## src/rtl/alarm_trigger.sv

```systemverilog
// alarm_trigger: keeps the running time-unit count and launches/holds the alarm
// (StartEq/AlarmOn) until the equation checker reports Correct or the user snoozes.
//   Clock, Reset          : clock and synchronous active-high reset
//   SetAlarm, AlarmIn     : pulse capturing the requested alarm time (clamped to MAX_TIME)
//   Snooze                : pulse postponing a ring by SNOOZE_UNITS, at most SNOOZE_MAX times
//   Correct               : level solve result from the checker
//   OngoingTimer          : current time unit, wraps MAX_TIME -> 0
//   StartEq, AlarmOn      : high for the whole ringing period
//   SnoozeCount           : snoozes used in the current ring
module alarm_trigger #(
   parameter int TICK_DIV     = 50000000,
   parameter int MAX_TIME     = 99,
   parameter int SNOOZE_UNITS = 5,
   parameter int SNOOZE_MAX   = 3
) (
   input  logic       Clock,
   input  logic       Reset,
   input  logic       SetAlarm,
   input  logic [6:0] AlarmIn,
   input  logic       Snooze,
   input  logic       Correct,
   output logic [6:0] OngoingTimer,
   output logic       StartEq,
   output logic       AlarmOn,
   output logic [2:0] SnoozeCount
);
   localparam int DW = $clog2(TICK_DIV);
   typedef enum logic [2:0] {S_IDLE, S_ARMED, S_RINGING, S_SNOOZED, S_SOLVED} state_t;
   state_t        r_state, w_state_next;
   logic [DW-1:0] r_div_cnt;
   logic [6:0]    r_alarm_time, r_target, w_next_time, w_alarm_clamp, w_snooze_target;
   logic [7:0]    w_snooze_sum;
   logic          w_tick, w_hit, w_snooze_ok, w_ring_next;
   assign w_tick        = r_div_cnt == DW'(TICK_DIV - 1);
   assign w_next_time   = (OngoingTimer == 7'(MAX_TIME)) ? 7'd0 : OngoingTimer + 7'd1;
   // a ring fires only when time steps into the target, never when it already sits there
   assign w_hit         = w_tick && (w_next_time == r_target);
   assign w_alarm_clamp = (AlarmIn > 7'(MAX_TIME)) ? 7'(MAX_TIME) : AlarmIn;
   assign w_snooze_sum  = {1'b0, OngoingTimer} + 8'(SNOOZE_UNITS);
   assign w_snooze_target = 7'((w_snooze_sum > 8'(MAX_TIME)) ? w_snooze_sum - 8'(MAX_TIME + 1) : w_snooze_sum);
   assign w_snooze_ok   = Snooze && (SnoozeCount < 3'(SNOOZE_MAX));
   always_ff @(posedge Clock) begin
      if (Reset) begin
         r_div_cnt    <= '0;
         OngoingTimer <= '0;
      end else begin
         r_div_cnt    <= w_tick ? '0 : r_div_cnt + DW'(1);
         OngoingTimer <= w_tick ? w_next_time : OngoingTimer;
      end
   end
   always_ff @(posedge Clock) begin
      if (Reset) r_state <= S_IDLE;
      else       r_state <= w_state_next;
   end
   always_comb begin
      w_state_next = r_state;
      if (SetAlarm) w_state_next = S_ARMED;
      else begin
         case (r_state)
            S_ARMED, S_SNOOZED: w_state_next = w_hit ? S_RINGING : r_state;
            S_RINGING:          w_state_next = Correct ? S_SOLVED : (w_snooze_ok ? S_SNOOZED : S_RINGING);
            S_SOLVED:           w_state_next = Correct ? S_SOLVED : S_ARMED;
            default:            w_state_next = r_state;
         endcase
      end
   end
   // outputs are registered from the next state so a hit raises them on the same edge
   always_comb w_ring_next = (w_state_next == S_RINGING);
   always_ff @(posedge Clock) begin
      if (Reset) begin
         StartEq      <= 1'b0;
         AlarmOn      <= 1'b0;
         SnoozeCount  <= '0;
         r_alarm_time <= '0;
         r_target     <= '0;
      end else begin
         StartEq <= w_ring_next;
         AlarmOn <= w_ring_next;
         if (SetAlarm) begin
            r_alarm_time <= w_alarm_clamp;
            r_target     <= w_alarm_clamp;
            SnoozeCount  <= '0;
         end else if (r_state == S_RINGING && !Correct && w_snooze_ok) begin
            r_target    <= w_snooze_target;
            SnoozeCount <= SnoozeCount + 3'd1;
         end else if (r_state == S_SOLVED && !Correct) begin
            r_target    <= r_alarm_time;
            SnoozeCount <= '0;
         end
      end
   end
endmodule

```

## config.mk

```make
export PLATFORM = sky130hd
export DESIGN_NAME = alarm_trigger
export DESIGN_NICKNAME = d
export VERILOG_FILES = /design/src/rtl/alarm_trigger.sv
export SDC_FILE = /design/constraint.sdc
export NUM_CORES = 1
export LEC_CHECK = 0
export ABC_AREA = 0
export BUFFER_PORTS_ARGS = -buffer_cell sky130_fd_sc_hd__buf_2
export CAP_MARGIN = 20
export CORE_ASPECT_RATIO = 1.1
export CORE_MARGIN = 2
export CORE_UTILIZATION = 40
export DETAILED_ROUTE_END_ITERATION = 12
export SLEW_MARGIN = 30
export SYNTH_ARGS = -nofsm -noshare
export SYNTH_HDL_FRONTEND = slang
export SYNTH_SLANG_ARGS = --single-unit
```

## constraint.sdc

```tcl
create_clock -name Clock -period 3.3 [get_ports Clock]
set_clock_uncertainty 0.1 [all_clocks]
set_input_delay 0.825 -clock Clock [delete_from_list [all_inputs] [get_ports Clock]]
set_output_delay 0.825 -clock Clock [all_outputs]
set_load 0.03 [all_outputs]
```

Word level (Yosys, flattened, before mapping)
Index checks and enable logic that the tools add are counted.
Widths: inputs -> output; s select.

word-level totals
  flip-flop bits (word level) = 54

cells by class
  add/subtract/negate cells = 5
  order comparisons = 3
  equal/unequal tests = 8
  multiplexer cells = 14
  reduce and logical (&&, ||, !) cells = 11

operators with widths
  cell                   number
  $mux 7                 6
  $add 26x1->26 const B  1
  $eq 26x26->1 const B   1
  $mux 3                 6
  $eq 3x2->1 const B     3
  $pmux 3 s3             1
  $add 7x3->8 const B    1
  $gt 8x7->1 const B     1
  $add 7x1->7 const B    1
  $eq 7x7->1             1
  $eq 7x7->1 const B     1
  $gt 7x7->1 const B     1
  $sub 7x7->7 const B    1
  $reduce_or 2->1        3
  $logic_and 1x1->1      5
  $add 3x1->3 const B    1
  $eq 3x1->1 const B     1
  $eq 3x3->1 const B     1
  $lt 3x2->1 const B     1
  $reduce_bool 3->1      1
  $reduce_bool 2->1      1
  $logic_not 1->1        1
  $mux 1                 1

Longest topological paths before layout
Gate-level depths: netlist of the first run.

  depth in word-level cells = 8
  mapped depth = 10
  gate-level depth less buffers = 10

Worst setup path before layout of the first run
OpenSTA, ideal clock, no wires.

  kind = flip-flop to flip-flop
  from = register r_div_cnt[9]
  to = register OngoingTimer[6]
  arrival = 2586 ps
  required time = 3130 ps
  setup slack = 543 ps
  stages on the path, launching flop included = 7
  clock period less this slack = 2757 ps
  cells stage by stage = dfxtp_1 or4b_1 or4_1 or4_1 clkbuf_2 or4_1 a21oi_1

between the ends
  longest elaborated chain between the ends = 1

RTL lines
  item                    line  RTL
  from (decl)             30    logic [DW-1:0] r_div_cnt;
  from (signal assigned)  47    r_div_cnt <= w_tick ? '0 : r_div_cnt + DW'(1);
  $eq 26x26->1            34    assign w_tick = r_div_cnt == DW'(TICK_DIV - 1);
  to (signal assigned)    48    OngoingTimer <= w_tick ? w_next_time : OngoingTimer;
  to (decl)               22    output logic [6:0] OngoingTimer,

Every way passes these cells.
A chain may end at the register's enable or synchronous reset.

Final worst setup path of the first run
Same ends and word-level chain as after synthesis.

==> impl_metrics.py, run 1 <==
metrics = {
    "power": {
        "leakagePower_nw": 1.18,
        "power_per_cell_area_nw_per_um2": 339,
        "ir_worst_vdd_uv": 148,
        "p_int_mw": 0.844,
        "p_seq_frac": 0.617,
        "power_frac_clock": 0.317,
        "p_switching_mw": 0.260,
        "switching_share": 0.235,
        "comb_power_share": 0.066,
    },
    "floorplan": {
        "dieArea_um2": 8210,
        "die_w_um": 86.6,
        "fp-row-count": 33,
        "io_pins": 24,
        "core_area_um2": 7350,
        "fp.dieH_um": 94.9,
        "start_util": 0.408,
    },
    "route": {
        "viasPerCell": 5.58,
        "drcViolationCount": 0,
        "first_iter_violations": 118,
        "num_vias": 2673,
        "drt_wl_total_mm": 6.83,
        "firstDrtPassIters": 4,
        "ant_nets": 0,
        "routedWlPerCell_um": 14.3,
    },
    "clock_network": {
        "cts_buffer_depth": 2,
        "postCtsResizedCells": 0,
        "root_buffer": "clkbuf_8",
        "clk_pin_slew_ns": 0.09,
        "cts_tree": "built",
        "htree_levels": 2,
        "clock_sinks": 54,
        "cts_setup_buffers": 0,
        "insertion_delay_ns": 0.30,
        "cts_hold_buf": 0,
        "numCtsBuffers": 5,
    },
    "global_route": {
        "grt_pass1_wl_mm": 11.9,
        "antenna_found_initial": 0,
        "grt_pass1_vias": 2610,
        "grt_start_max_net_pins": 27,
        "gr-usage-all-layers": 0.179,
        "globalRoute.totalOverflow": 0,
    },
    "logic_synthesis": {
        "syn_nets": 395,
        "postSynthCellCount": 378,
        "ys_seq_area_frac": 0.360,
        "synth-seq-cells": 54,
        "syn-cell-area_um2": 3000,
        "synth_edf_count": 0,
        "synthArstFlopShare": 0,
        "synth.avg_cell_area_um2": 7.94,
        "synth_cell_types": 57,
        "yosys_warnings": 0,
        "synth_top_flop_cell": "dfxtp_1",
    },
    "cells_and_area": {
        "fillCellCount": 777,
        "design_area_um2": 3250,
        "ff_latch_area_um2": 1080,
        "n_antenna_cell": 0,
        "multi_input_area_um2": 1810,
        "area_growth_pct": 8.42,
        "utilization": 0.443,
        "layout-drive-gt1-share": 0.107,
        "fin_nets": 409,
    },
    "critical_path": {
        "critical_path_arrival_ns": 3.05,
        "worst_setup_path_end_kind": "register",
        "cp_max_fo": 9,
        "slowest_stage": "or4_1",
        "crit_path_frequent_cell": "or4_1",
        "crit_family": "simple AND/OR/NAND/NOR gates",
        "worst_setup_path_start_kind": "register",
        "critical_path_class": "register to register",
        "max_stage_delay_ns": 0.66,
        "worstPathRequired_ns": 3.43,
        "critPathBufInv": 0,
        "crit_chain": "or4b_1 -> or4_1 -> or4_1 -> or4_1 -> a21oi_1",
    },
    "placement": {
        "place_hpwl_mm": 4.96,
        "dpl_cell_area_um2": 3170,
        "numPortBuffers": 23,
        "gp_congestion": 0.790,
    },
    "sta": {
        "tightest_slew_ns": 0.704,
        "finalCritPeriodShare": 0.886,
        "drv_slew": 0,
        "hold_violations": 0,
        "whs_ns": 0.378,
        "slew_headroom": 0.526,
        "grt_setup_unrepaired": "no",
        "tns_ns": 0,
        "min_period_ns": 2.93,
        "setup_viol": 0,
        "fmax_mhz": 342,
    },
    "run_status": {
        "status": "finished clean",
    },
    "worst_hold_path": {
        "hold_class": "register to register",
    },
    "job": {
        "drv_cap": 0,
    },
}
-- kinds of logic after synthesis --
family	count (synthesis)	synth area share
AND/OR/NAND/NOR	176	0.296
AO/OA/AOI/OAI	72	0.153
flip-flops	54	0.360
XOR/XNOR	35	0.102
buffers and inverters	27	0.0371
multiplexers	9	0.0308
adder cells (fa/ha/maj)	5	0.0208
-- sequential cells by signal, indices dropped and copies added, names as in the netlist --
name	cells
AlarmOn	1
OngoingTimer	7
SnoozeCount	3
r_alarm_time	7
r_div_cnt	26
r_state	3
r_target	7
-- cell usage after synthesis (3+ instances only) --
cell / instances / share of area
xor2_1: 23 / 0.067
o21ai_0: 13 / 0.022
ha_1: 5 / 0.021
buf_2: 4 / 0.0067
nor2_1: 50 / 0.063
nor4_1: 3 / 0.0063
inv_1: 6 / 0.0075
a21oi_1: 25 / 0.042
o22ai_1: 5 / 0.010
or4_1: 4 / 0.010
xnor2_1: 12 / 0.035
and4_1: 3 / 0.0088
clkbuf_1: 14 / 0.018
nand2_1: 36 / 0.045
dfxtp_1: 54 / 0.36
nand4_1: 7 / 0.015
a31oi_1: 3 / 0.0063
mux2i_1: 7 / 0.023
nor4b_1: 4 / 0.012
and3_1: 8 / 0.017
nand3_1: 23 / 0.038
nor3_1: 8 / 0.013
nand2b_1: 13 / 0.027
-- worst min-delay path, delay by kind of cell, from the launching register on --
family           cells  cell delay [ns]
flip-flops           1             0.32
AND/OR/NAND/NOR      1             0.06
AO/OA/AOI/OAI        1             0.06
-- path summary, 6_finish.rpt --
path / startpoint / endpoint / slack, ns / cells past startpoint
hold reg to reg: r_alarm_time[1]$_SDFFE_PP0P_ / r_alarm_time[1]$_SDFFE_PP0P_ / 0.38 / 2
hold / removal: r_alarm_time[1]$_SDFFE_PP0P_ / r_alarm_time[1]$_SDFFE_PP0P_ / 0.38 / 2
setup / recovery: r_div_cnt[9]$_SDFF_PP0_ / OngoingTimer[6]$_SDFFE_PP0P_ / 0.37 / 5
setup reg to reg: r_div_cnt[9]$_SDFF_PP0_ / OngoingTimer[6]$_SDFFE_PP0P_ / 0.37 / 5
-- layout by cell type (no fill, tap or decap), drive strengths merged, types with 3 or more instances in the layout --
cell    count
dfxtp      54
nor2       50
nand2      36
buf        28
a21oi      25
xor2       23
nand3      23
o21ai      13
nand2b     13
xnor2      12
and3        9
nor3        8
nand4       7
mux2i       7
inv         6
clkbuf      6
o22ai       5
ha          5
or4         4
nor4b       4
or3         4
and4        3
a31oi       3
nor4        3
-- final cells by class --
type | count | share of cell area
clock buffers | 6 | 0.0223
well taps | 87 | 0.0334
inverters | 6 | 0.00692
flip-flops and latches | 54 | 0.332
multi-input cells | 297 | 0.556
repair buffers | 28 | 0.0469
clock inverters | 1 | 0.00231
-- through the flow --
| step | total power, mW | setup WS [ns] | std cells |
|---|---|---|---|
| after global placement | 0.767 | 0.451 | 472 |
| after CTS | 1.12 | 0.390 | 479 |
| final | 1.10 | 0.375 | 479 |
| after global routing | 1.16 | 0.294 | 479 |
| after detailed placement | 0.769 | 0.423 | 472 |
| after floorplan | 0.746 | 0.543 | 378 |
-- metal layers --
| layer | global-route usage | share of wire | wire length (um) |
|---|---|---|---|
| met3 | 0.0297 | 0.025 | 168 |
| met2 | 0.318 | 0.50 | 3390 |
| met5 | 0 | 0 | 0 |
| met4 | 0.0378 | 0.0064 | 44 |
| met1 | 0.226 | 0.47 | 3230 |
-- power groups by stage --
stage | clock network [mW] | registers, mW | logic (mW)
after floorplan | 0 | 0.691 | 0.0553
after global placement | 0 | 0.696 | 0.0718
after detailed placement | 0 | 0.696 | 0.0731
after CTS | 0.366 | 0.681 | 0.0734
after global routing | 0.392 | 0.684 | 0.0839
final | 0.350 | 0.681 | 0.0727
Power figures use the tool's default switching activity.
==> run 2, diff against run 1 <==
- CTS_BUF_LIST: default -> sky130_fd_sc_hd__clkbuf_16
- SLEW_MARGIN: 30 -> default
==> run 2 against run 1 <==
  * Maximum frequency about the same
  * Final cell count did not move
  * Non-clock buffer count did not move
  * Cell area grew 1.7%
  * Sequential share of layout area shrank 0.56 points
  * Routed wire length is essentially flat
  * Critical endpoint unchanged
==> impl_metrics.py, run 2 (synthesis gave the netlist of run 1 again) <==
metrics = {
    "run_status": {
        "status": "finished clean",
    },
    "route": {
        "routedWlPerCell_um": 14.3,
        "drt_wl_total_mm": 6.83,
        "num_vias": 2646,
        "ant_nets": 0,
        "firstDrtPassIters": 4,
        "first_iter_violations": 119,
        "viasPerCell": 5.52,
        "drcViolationCount": 0,
    },
    "critical_path": {
        "worst_setup_path_end_kind": "register",
        "worst_setup_path_start_kind": "register",
        "rrSetupSlack_ns": 0.38,
        "reg2reg_depth": 5,
        "regToRegStartpoint": "r_div_cnt[9]$_SDFF_PP0_",
        "critical_path_arrival_ns": 3.03,
        "worstReg2RegEnd": "OngoingTimer[6]$_SDFFE_PP0P_",
        "critical_path_class": "register to register",
        "cp_max_fo": 9,
        "worstPathRequired_ns": 3.41,
    },
    "cells_and_area": {
        "final_cell_mix": "54 x dfxtp_1, 50 x nor2_1, 36 x nand2_1",
        "layout-drive-gt1-share": 0.107,
        "fin_nets": 409,
        "multi_input_area_um2": 1810,
        "n_antenna_cell": 0,
        "area_growth_pct": 10.3,
        "largest-register": "r_div_cnt",
        "utilization": 0.450,
        "fillCellCount": 769,
        "ff_latch_area_um2": 1080,
        "final_common_cell": "dfxtp_1",
        "largest_reg_flops": 26,
    },
    "placement": {
        "gp_congestion": 0.790,
        "place_hpwl_mm": 4.96,
        "numPortBuffers": 23,
    },
    "global_route": {
        "grt_pass1_wl_mm": 11.9,
        "grt_pass1_vias": 2620,
        "gr-usage-all-layers": 0.178,
        "grt_start_max_net_pins": 27,
        "globalRoute.totalOverflow": 0,
        "antenna_found_initial": 0,
    },
    "clock_network": {
        "htree_levels": 2,
        "postCtsResizedCells": 0,
        "clk_pin_slew_ns": 0.07,
        "cts_tree": "built",
        "numCtsBuffers": 5,
        "root_buffer": "clkbuf_16",
        "insertion_delay_ns": 0.28,
        "clock_sinks": 54,
        "cts_hold_buf": 0,
        "cts_buffer_depth": 2,
        "cts_setup_buffers": 0,
    },
    "power": {
        "power_per_cell_area_nw_per_um2": 377,
        "power_frac_clock": 0.396,
        "p_switching_mw": 0.276,
        "switching_share": 0.221,
        "comb_power_share": 0.058,
        "leakagePower_nw": 1.21,
        "p_int_mw": 0.972,
        "ir_worst_vdd_uv": 221,
        "p_seq_frac": 0.546,
    },
    "worst_hold_path": {
        "hold_class": "register to register",
        "hold_depth": 2,
        "min_from": "r_alarm_time[1]$_SDFFE_PP0P_",
        "hold_end": "r_alarm_time[1]$_SDFFE_PP0P_",
    },
    "floorplan": {
        "dieArea_um2": 8210,
        "die_w_um": 86.6,
        "fp.dieH_um": 94.9,
        "fp-row-count": 33,
        "io_pins": 24,
        "start_util": 0.408,
        "core_area_um2": 7350,
    },
    "sta": {
        "finalCritPeriodShare": 0.886,
        "drv_slew": 0,
        "tightest_slew_ns": 0.671,
        "fmax_mhz": 342,
        "tns_ns": 0,
        "slew_headroom": 0.546,
        "hold_violations": 0,
        "setup_viol": 0,
        "min_period_ns": 2.92,
        "grt_setup_unrepaired": "no",
    },
    "job": {
        "drv_cap": 0,
    },
}
## run 2: changes by cell type in the layout (fill, tap and decap cells not counted), sizes merged
cell | previous run | this run
clkbuf | 6 | 5
inv | 6 | 7
## run 2: routing by layer
metal / share of wire / global-route usage / vias up / routed length, um
met5: 0 / 0 / - / 0
met4: 0.0063 / 0.0378 / 0 / 43
met2: 0.50 / 0.321 / 21 / 3430
met1: 0.47 / 0.225 / 1254 / 3240
li1: - / - / 1367 / -
met3: 0.016 / 0.0245 / 4 / 111
## run 2: through the flow
stage | worst slack (ns) | power, mW | hold WS [ns] | instances | instance area, um2
after floorplan | 0.543 | 0.746 | 0.347 | 378 | 3000
after global placement | 0.451 | 0.767 | 0.360 | 472 | 3170
after detailed placement | 0.423 | 0.769 | 0.362 | 472 | 3170
after CTS | 0.400 | 1.26 | 0.374 | 479 | 3310
after global routing | 0.302 | 1.30 | 0.416 | 479 | 3310
final | 0.377 | 1.25 | 0.376 | 479 | 3310
## run 2: power groups by stage
| stage | Sequential (mW) | Combinational [mW] | Clock (mW) |
|---|---|---|---|
| after floorplan | 0.691 | 0.0553 | 0 |
| after global placement | 0.696 | 0.0718 | 0 |
| after detailed placement | 0.696 | 0.0731 | 0 |
| after CTS | 0.681 | 0.0734 | 0.510 |
| after global routing | 0.683 | 0.0839 | 0.534 |
| final | 0.681 | 0.0727 | 0.494 |
## run 2: worst max path at each step
| stage | from | end | slack (ns) |
|---|---|---|---|
| 3_5_place_dp | r_div_cnt[9]$_SDFF_PP0_ | OngoingTimer[6]$_SDFFE_PP0P_ | 0.42 |
| 3_3_place_gp | r_div_cnt[9]$_SDFF_PP0_ | OngoingTimer[6]$_SDFFE_PP0P_ | 0.45 |
| 6_report | r_div_cnt[9]$_SDFF_PP0_ | OngoingTimer[6]$_SDFFE_PP0P_ | 0.38 |
| 4_1_cts | r_div_cnt[9]$_SDFF_PP0_ | OngoingTimer[6]$_SDFFE_PP0P_ | 0.40 |
| 5_1_grt | r_div_cnt[9]$_SDFF_PP0_ | OngoingTimer[6]$_SDFFE_PP0P_ | 0.30 |
| 2_1_floorplan | r_div_cnt[9]$_SDFF_PP0_ | OngoingTimer[6]$_SDFFE_PP0P_ | 0.54 |
## run 2: cell type report
class                      instances  area share
clock inverter                     2     0.00340
tap                               87      0.0329
sequential                        54       0.327
inverter                           6     0.00680
timing repair buffer              28      0.0461
clock buffer                       5      0.0378
multi-input combinational        297       0.546
## run 2: critical path, stage by stage (launching register included)
cell,delay [ns]
dfxtp_1,0.37
or4b_1,0.53
or4_1,0.49
or4_1,0.66
or4_1,0.55
a21oi_1,0.15
